`config.mk`:
```
export PLATFORM = sky130hd
export DESIGN_NAME = affine_loop_nest
export DESIGN_NICKNAME = d
export VERILOG_FILES = /design/src/rtl/affine_loop_nest.sv
export SDC_FILE = /design/constraint.sdc
export NUM_CORES = 2
export LEC_CHECK = 0
export ABC_CLOCK_PERIOD_IN_PS = 25500
export CAP_MARGIN = 20
export CORE_MARGIN = 2
export CORE_UTILIZATION = 68
export CTS_CLUSTER_DIAMETER = 60
export DETAILED_ROUTE_END_ITERATION = 12
export HOLD_SLACK_MARGIN = 0.08
export PLACE_DENSITY = 0.95
export REMOVE_ABC_BUFFERS = 1
export SYNTH_ARGS = -nofsm -noshare
export SYNTH_HDL_FRONTEND = slang
export SYNTH_SLANG_ARGS = --single-unit
```
`constraint.sdc`:
```
create_clock -name clk -period 25.5 [get_ports clk]
set_input_delay 2.55 -clock clk [delete_from_list [all_inputs] [get_ports clk]]
set_output_delay 2.55 -clock clk [all_outputs]
set_load 0.02 [all_outputs]
```
`src/rtl/affine_loop_nest.sv`:
```
`default_nettype none
// +--------------------------------------------------------------------------+
// | Module     : affine_loop_nest                                            |
// | Description: Programmable DIMS-deep loop-nest walker that issues one     |
// |              iteration per II cycles with per-dim indices and an affine  |
// |              address. Optional checks: AFFINE_LOOP_NEST_CHECK_EN.        |
// | Revision   : 1.0 - initial release                                       |
// +--------------------------------------------------------------------------+
module affine_loop_nest #(
    parameter int DIMS   = 3,
    parameter int CNT_W  = 16,
    parameter int ADDR_W = 32,
    parameter int II     = 1
) (
    input  logic                     clk,
    input  logic                     rst,
    input  logic                     start,
    input  logic [DIMS*CNT_W-1:0]    trips,
    input  logic [DIMS*ADDR_W-1:0]   strides,
    input  logic [ADDR_W-1:0]        base,
    input  logic                     ready,
    output logic                     valid,
    output logic [DIMS*CNT_W-1:0]    idx,
    output logic [ADDR_W-1:0]        addr,
    output logic                     last,
    output logic                     busy,
    output logic                     done
);

    localparam int                   c_gap_w    = (II > 1) ? $clog2(II) : 1;
    localparam logic [c_gap_w-1:0]   c_gap_load = c_gap_w'(II - 1);

    typedef enum logic [1:0] {
        S_IDLE = 2'd0,
        S_RUN  = 2'd1,
        S_GAP  = 2'd2
    } state_t;

    state_t              r_state, w_state_nxt;
    logic [CNT_W-1:0]    r_trips    [DIMS];
    logic [CNT_W-1:0]    r_idx      [DIMS];
    logic [CNT_W-1:0]    w_idx_nxt  [DIMS];
    logic [ADDR_W-1:0]   r_strides  [DIMS];
    logic [ADDR_W-1:0]   r_wrap_sub [DIMS];
    logic [ADDR_W-1:0]   r_addr;
    logic [ADDR_W-1:0]   w_delta;
    logic [c_gap_w-1:0]  r_gap_cnt;
    logic                r_done;
    logic                r_pre;
    logic                w_any_zero;
    logic                w_last_all;
    logic                w_carry;

    always_comb begin
        w_any_zero = 1'b0;
        w_last_all = 1'b1;
        for (int d = 0; d < DIMS; d++) begin
            if (trips[d*CNT_W +: CNT_W] == '0) w_any_zero = 1'b1;
            if (r_idx[d] != r_trips[d] - 1'b1) w_last_all = 1'b0;
        end
    end

    // Odometer step: the first non-saturated dim increments, every dim below it wraps.
    always_comb begin
        w_carry = 1'b1;
        w_delta = '0;
        for (int d = 0; d < DIMS; d++) begin
            w_idx_nxt[d] = r_idx[d];
            if (w_carry) begin
                if (r_idx[d] == r_trips[d] - 1'b1) begin
                    w_idx_nxt[d] = '0;
                    w_delta      = w_delta - r_wrap_sub[d];
                end else begin
                    w_idx_nxt[d] = r_idx[d] + 1'b1;
                    w_delta      = w_delta + r_strides[d];
                    w_carry      = 1'b0;
                end
            end
        end
    end

    always_ff @(posedge clk) begin
        if (rst) r_state <= S_IDLE;
        else     r_state <= w_state_nxt;
    end

    always_comb begin
        w_state_nxt = r_state;
        case (r_state)
            S_IDLE: if (start && !w_any_zero) w_state_nxt = S_RUN;
            S_RUN: begin
                if (ready) begin
                    if (w_last_all)  w_state_nxt = S_IDLE;
                    else if (II > 1) w_state_nxt = S_GAP;
                end
            end
            S_GAP:   if (r_gap_cnt == c_gap_w'(1)) w_state_nxt = S_RUN;
            default: w_state_nxt = S_IDLE;
        endcase
    end

    always_ff @(posedge clk) begin
        if (rst) begin
            r_addr    <= '0;
            r_gap_cnt <= '0;
            r_done    <= 1'b0;
            r_pre     <= 1'b0;
            for (int d = 0; d < DIMS; d++) begin
                r_trips[d]    <= '0;
                r_idx[d]      <= '0;
                r_strides[d]  <= '0;
                r_wrap_sub[d] <= '0;
            end
        end else begin
            r_done <= 1'b0;
            r_pre  <= 1'b0;
            case (r_state)
                S_IDLE: begin
                    if (start && w_any_zero) begin
                        r_done <= 1'b1;
                    end else if (start) begin
                        r_addr <= base;
                        r_pre  <= 1'b1;
                        // Zeroed wrap terms are exact for any wrap that can occur on the first step.
                        for (int d = 0; d < DIMS; d++) begin
                            r_trips[d]    <= trips[d*CNT_W +: CNT_W];
                            r_strides[d]  <= strides[d*ADDR_W +: ADDR_W];
                            r_idx[d]      <= '0;
                            r_wrap_sub[d] <= '0;
                        end
                    end
                end
                S_RUN: begin
                    if (ready && w_last_all) begin
                        r_done <= 1'b1;
                    end else if (ready) begin
                        r_addr    <= r_addr + w_delta;
                        r_gap_cnt <= c_gap_load;
                        for (int d = 0; d < DIMS; d++) r_idx[d] <= w_idx_nxt[d];
                    end
                end
                S_GAP:   r_gap_cnt <= r_gap_cnt - 1'b1;
                default: ;
            endcase
            if (r_pre) begin
                for (int d = 0; d < DIMS; d++)
                    r_wrap_sub[d] <= ADDR_W'(r_trips[d] - 1'b1) * r_strides[d];
            end
        end
    end

    generate
        for (genvar d = 0; d < DIMS; d++) begin : g_idx_out
            assign idx[d*CNT_W +: CNT_W] = r_idx[d];
        end
    endgenerate

    assign valid = (r_state == S_RUN);
    assign busy  = (r_state != S_IDLE);
    assign last  = valid && w_last_all;
    assign addr  = r_addr;
    assign done  = r_done;

`ifdef AFFINE_LOOP_NEST_CHECK_EN
    logic                   r_chk_hold;
    logic [DIMS*CNT_W-1:0]  r_chk_idx;
    logic [ADDR_W-1:0]      r_chk_addr;
    logic                   r_chk_last;

    always_ff @(posedge clk) begin
        if (rst) begin
            r_chk_hold <= 1'b0;
            r_chk_idx  <= '0;
            r_chk_addr <= '0;
            r_chk_last <= 1'b0;
        end else begin
            if (start && busy) begin
                $display("ERROR: start asserted while busy");
                $finish(1);
            end
            if (ready && !valid) begin
                $display("ERROR: ready asserted while valid is low");
                $finish(1);
            end
            if (r_chk_hold && valid &&
                (idx != r_chk_idx || addr != r_chk_addr || last != r_chk_last)) begin
                $display("ERROR: iteration changed during stall");
                $finish(1);
            end
            r_chk_hold <= valid && !ready;
            r_chk_idx  <= idx;
            r_chk_addr <= addr;
            r_chk_last <= last;
        end
    end
`else
    // Checks compiled out; start while busy is simply ignored by the FSM.
`endif

endmodule
`default_nettype wire

```
==> load_flow_metrics.sql <==
INSERT INTO impl_metrics (metric_group, metric, value, unit) VALUES
('hold_path', 'hp-class', 'reg -> reg', ''),
('global_routing', 'gr-usage-all-layers', '41.7', '%'),
('global_routing', 'grt_pass1_vias', '52530', ''),
('synthesis', 'synth_area_per_cell', '9.02', 'sq um'),
('clocking', 'cts_resized', '0', ''),
('timing', 'final.period_utilization', '50.8', '%'),
('floorplan', 'floorplan.die_area', '87300', 'sq um'),
('synthesis', 'seq_area_frac_synth', '16.2', '%'),
('placed_design', 'place_congestion', '0.970', ''),
('clocking', 'cts_root_buffer', 'clkbuf_16', ''),
('worst_setup_path', 'setup.worst_path.class', 'reg -> reg', ''),
('run', 'maxCapViolations', '0', ''),
('clocking', 'h-tree-depth', '2', ''),
('worst_setup_path', 'ff2ff_setup_slack', '12550', 'ps'),
('clocking', 'clock_sink_count', '323', ''),
('worst_setup_path', 'worstSetupStartpoint', 'r_trips[0][0]', ''),
('global_routing', 'largest_net_degree_at_the_start_of_global_routing', '104', ''),
('global_routing', 'grtUsageMet3', '11.7', '%'),
('routing', 'viasPerCell', '6.32', ''),
('hold_path', 'whs_path_depth', '2', ''),
('timing', 'clock.fmax', '77.2', 'MHz'),
('worst_setup_path', 'timing.rr.start', 'r_trips[0][0]', ''),
('placed_design', 'io_buffers', '263', ''),
('worst_setup_path', 'worstPathBufferInverterCount', '4', ''),
('synthesis', 'synth.lib_cells_used.distinct', '88', ''),
('worst_setup_path', 'worst_path_dominant_cell_family', 'compound AO/OA/AOI/OAI gates', ''),
('worst_setup_path', 'slowest_delay', '1000', 'ps'),
('timing', 'timing.setup.tns', '0', 'ps'),
('global_routing', 'global_route_wire_length_before_repair', '277000', 'um'),
('placed_design', 'dp_hpwl', '130000', 'um'),
('clocking', 'postCtsSetupRepairBufs', '0', ''),
('clocking', 'tritoncts', 'built', ''),
('worst_setup_path', 'worst-r2r-cell-count', '49', ''),
('routing', 'first_iter_violations', '5372', ''),
('timing', 'timing.clock.skew', '19.8', 'ps'),
('timing', 'report.final.slew_viol_count', '0', ''),
('worst_setup_path', 'timing.critical_path.fanout_max', '85', ''),
('global_routing', 'grt-busiest-layer', 'met2', ''),
('worst_setup_path', 'timing.critical_path.to_type', 'flip-flop', ''),
('clocking', 'cts.clk_slew.worst_paths', '60', 'ps'),
('finish', 'nFillCells', '5080', ''),
('timing', 'timing.slew.headroom', '19.9', '%'),
('timing', 'fin_worst_hold_slack', '531', 'ps'),
('clocking', 'clk-insertion-delay-late', '670', 'ps'),
('worst_setup_path', 'critical_path.startpoint_type', 'flip-flop', ''),
('worst_setup_path', 'worst-endpoint-required', '26010', 'ps'),
('worst_setup_path', 'worst_setup_path_endpoint', 'addr[31]', ''),
('synthesis', 'yosys_warnings', '0', ''),
('floorplan', 'fp.coreArea', '84000', 'sq um'),
('power', 'power.static_leakage', '28.1', 'nW'),
('clocking', 'clockBufferDepth', '3', ''),
('finish', 'flow.area_growth_from_synthesis', '9.41', '%'),
('global_routing', 'number_of_antenna_violations_at_the_first_check_in_global_routing', '7', ''),
('worst_setup_path', 'critPathArrivalTime', '13460', 'ps'),
('clocking', 'cts-buffers-inserted', '49', ''),
('global_routing', 'grt_use_met2', '66.5', '%'),
('global_routing', 'grtUsageMet1', '49.6', '%'),
('routing', 'drcViolationCount', '0', ''),
('status', 'run_status', 'complete, no violations', ''),
('floorplan', 'floorplan.initialDensity', '68.8', '%'),
('synthesis', 'yosys_register_bits', '323', ''),
('floorplan', 'floorplan.rows', '106', ''),
('synthesis', 'synth_cells', '6405', ''),
('floorplan', 'boundaryPins', '264', ''),
('floorplan', 'vertical_die_dimension', '295', 'um'),
('power', 'power-per-cell-area', '98.6', 'nW/um^2'),
('routing', 'routed_wl', '177000', 'um'),
('routing', 'ant_nets', '0', ''),
('worst_setup_path', 'critical_path.slowest_cell', 'nor4bb_1', ''),
('power', 'power.ir.vdd_worst', '0.0995', 'mV'),
('synthesis', 'postSynth.asyncResetShare', '0', '%');
cell usage in the layout, fill, tap and decap left out, types with 12 or more instances in the layout:
| cell | synthesis | routed |
|---|---|---|
| inv_1 | 1048 | 1047 |
| fa_1 | 960 | 960 |
| nand2_1 | 866 | 865 |
| ha_1 | 386 | 386 |
| nor2_1 | 355 | 353 |
| nor2b_1 | 337 | 336 |
| edfxtp_1 | 288 | 288 |
| and2_1 | 284 | 284 |
| clkdlybuf4s50_1 | 0 | 262 |
| xnor2_1 | 261 | 253 |
| a21oi_1 | 200 | 200 |
| xor2_1 | 171 | 158 |
| o21ai_0 | 151 | 151 |
| buf_4 | 2 | 91 |
| nor3_1 | 91 | 89 |
| nand2b_1 | 71 | 69 |
| nand3_1 | 51 | 51 |
| clkbuf_16 | 0 | 50 |
| nor4_1 | 47 | 47 |
| a21o_1 | 41 | 41 |
| a211oi_1 | 38 | 38 |
| or2_2 | 37 | 37 |
| and3_1 | 37 | 37 |
| dfxtp_1 | 35 | 34 |
| mux2i_1 | 29 | 29 |
| nand4_1 | 27 | 27 |
| or3_1 | 21 | 21 |
| or4_1 | 20 | 20 |
| a21boi_0 | 18 | 18 |
| o21a_1 | 16 | 15 |
| o21bai_1 | 15 | 15 |
| o31ai_1 | 13 | 13 |
| a31oi_1 | 12 | 12 |
layer usage:
layer	up-vias	routed length, um
li1	20060	-
met1	23258	58300
met2	3807	81600
met3	1253	23000
met4	10	14000
met5	-	83
synth_stat cells, drive strengths merged, types with 7 or more instances:
cell type / count / area share (%)
nand3: 51 / 0.44
o211ai: 8 / 0.11
buf: 24 / 0.20
nor2b: 337 / 3.6
nor3: 92 / 0.81
a21o: 41 / 0.53
nor3b: 11 / 0.14
nand4: 27 / 0.29
a31oi: 12 / 0.13
fa: 960 / 33
o41ai: 7 / 0.12
o31a: 9 / 0.14
o31ai: 15 / 0.23
or4: 21 / 0.28
nand2: 866 / 5.6
or2: 37 / 0.40
nor4: 48 / 0.53
edfxtp: 288 / 15
and2: 284 / 3.1
mux2i: 29 / 0.50
or3: 21 / 0.23
xor2: 171 / 2.6
dfxtp: 35 / 1.2
nor2: 355 / 2.3
o21a: 16 / 0.21
o21ai: 157 / 1.4
o21bai: 15 / 0.19
a21boi: 18 / 0.23
ha: 386 / 8.4
and3: 37 / 0.40
xnor2: 261 / 4.0
inv: 1049 / 6.8
a21oi: 202 / 1.8
a211oi: 38 / 0.49
nand2b: 71 / 0.77
clkbuf: 314 / 2.0
worst min-delay path by stage:
stage	to	startpoint	slack [ps]
after floorplan	addr[0]	addr[0]	580
after global routing	addr[0]	addr[0]	560
after global placement	addr[0]	addr[0]	510
final	addr[0]	addr[0]	530
after detailed placement	addr[0]	addr[0]	520
after CTS	addr[0]	addr[0]	530
cell families (layout without fill, tap and decap cells):
| family | Yosys count | after routing | synth area share [%] |
|---|---|---|---|
| buffers and inverters | 1389 | 1497 | 9.07 |
| adder cells (fa/ha/maj) | 1349 | 1349 | 41.7 |
| multiplexers | 33 | 33 | 0.580 |
| other | 0 | 4 | 0 |
| AO/OA/AOI/OAI | 590 | 590 | 6.36 |
| flip-flops | 323 | 323 | 16.2 |
| XOR/XNOR | 438 | 438 | 6.79 |
| AND/OR/NAND/NOR | 2283 | 2283 | 19.3 |
layout make-up:
type / instances / area [sq um] / share of cell area (%)
Multi-Input combinational cell: 4693 / 43500 / 68.8
Sequential cell: 323 / 9350 / 14.8
Inverter: 1051 / 3950 / 6.25
Timing Repair Buffer: 354 / 3310 / 5.24
Tap cell: 1134 / 1420 / 2.24
Clock buffer: 56 / 1290 / 2.04
Clock inverter: 36 / 387 / 0.612
Antenna cell: 4 / 10.0 / 0.0158
sequential cells by signal, indices dropped and copies added, names as in the netlist:
signal      count
r_trips        48
r_wrap_sub     96
addr           32
r_pre           1
r_state         1
r_idx          48
r_strides      96
done            1
power by group:
part	internal [W]	total, W	switching [W]	leakage [nW]
Clock	0.000407	0.000719	0.000312	0.827
Sequential	0.000685	0.000803	0.000118	3.43
Combinational	0.00197	0.00471	0.00274	23.8
Total	0.00306	0.00623	0.00317	28.1
metrics by stage:
stage	util, %	total power (W)	setup WS (ps)	instance area (sq um)	std cells
after floorplan	-	0.00410	12440	56500	6067
after global placement	73.3	0.00498	13170	61500	7555
after detailed placement	73.3	0.00531	12900	61500	7555
after CTS	75.3	0.00610	12830	63200	7647
after global routing	75.3	0.00675	11610	63200	7647
final	75.3	0.00623	12550	63200	7651
worst min-delay path, cell delays in order (launching register included):
cell,delay [ps]
dfxtp_1,330
nor2_1,100
a211oi_1,50
Note: power is estimated with default switching activity, not from simulation.
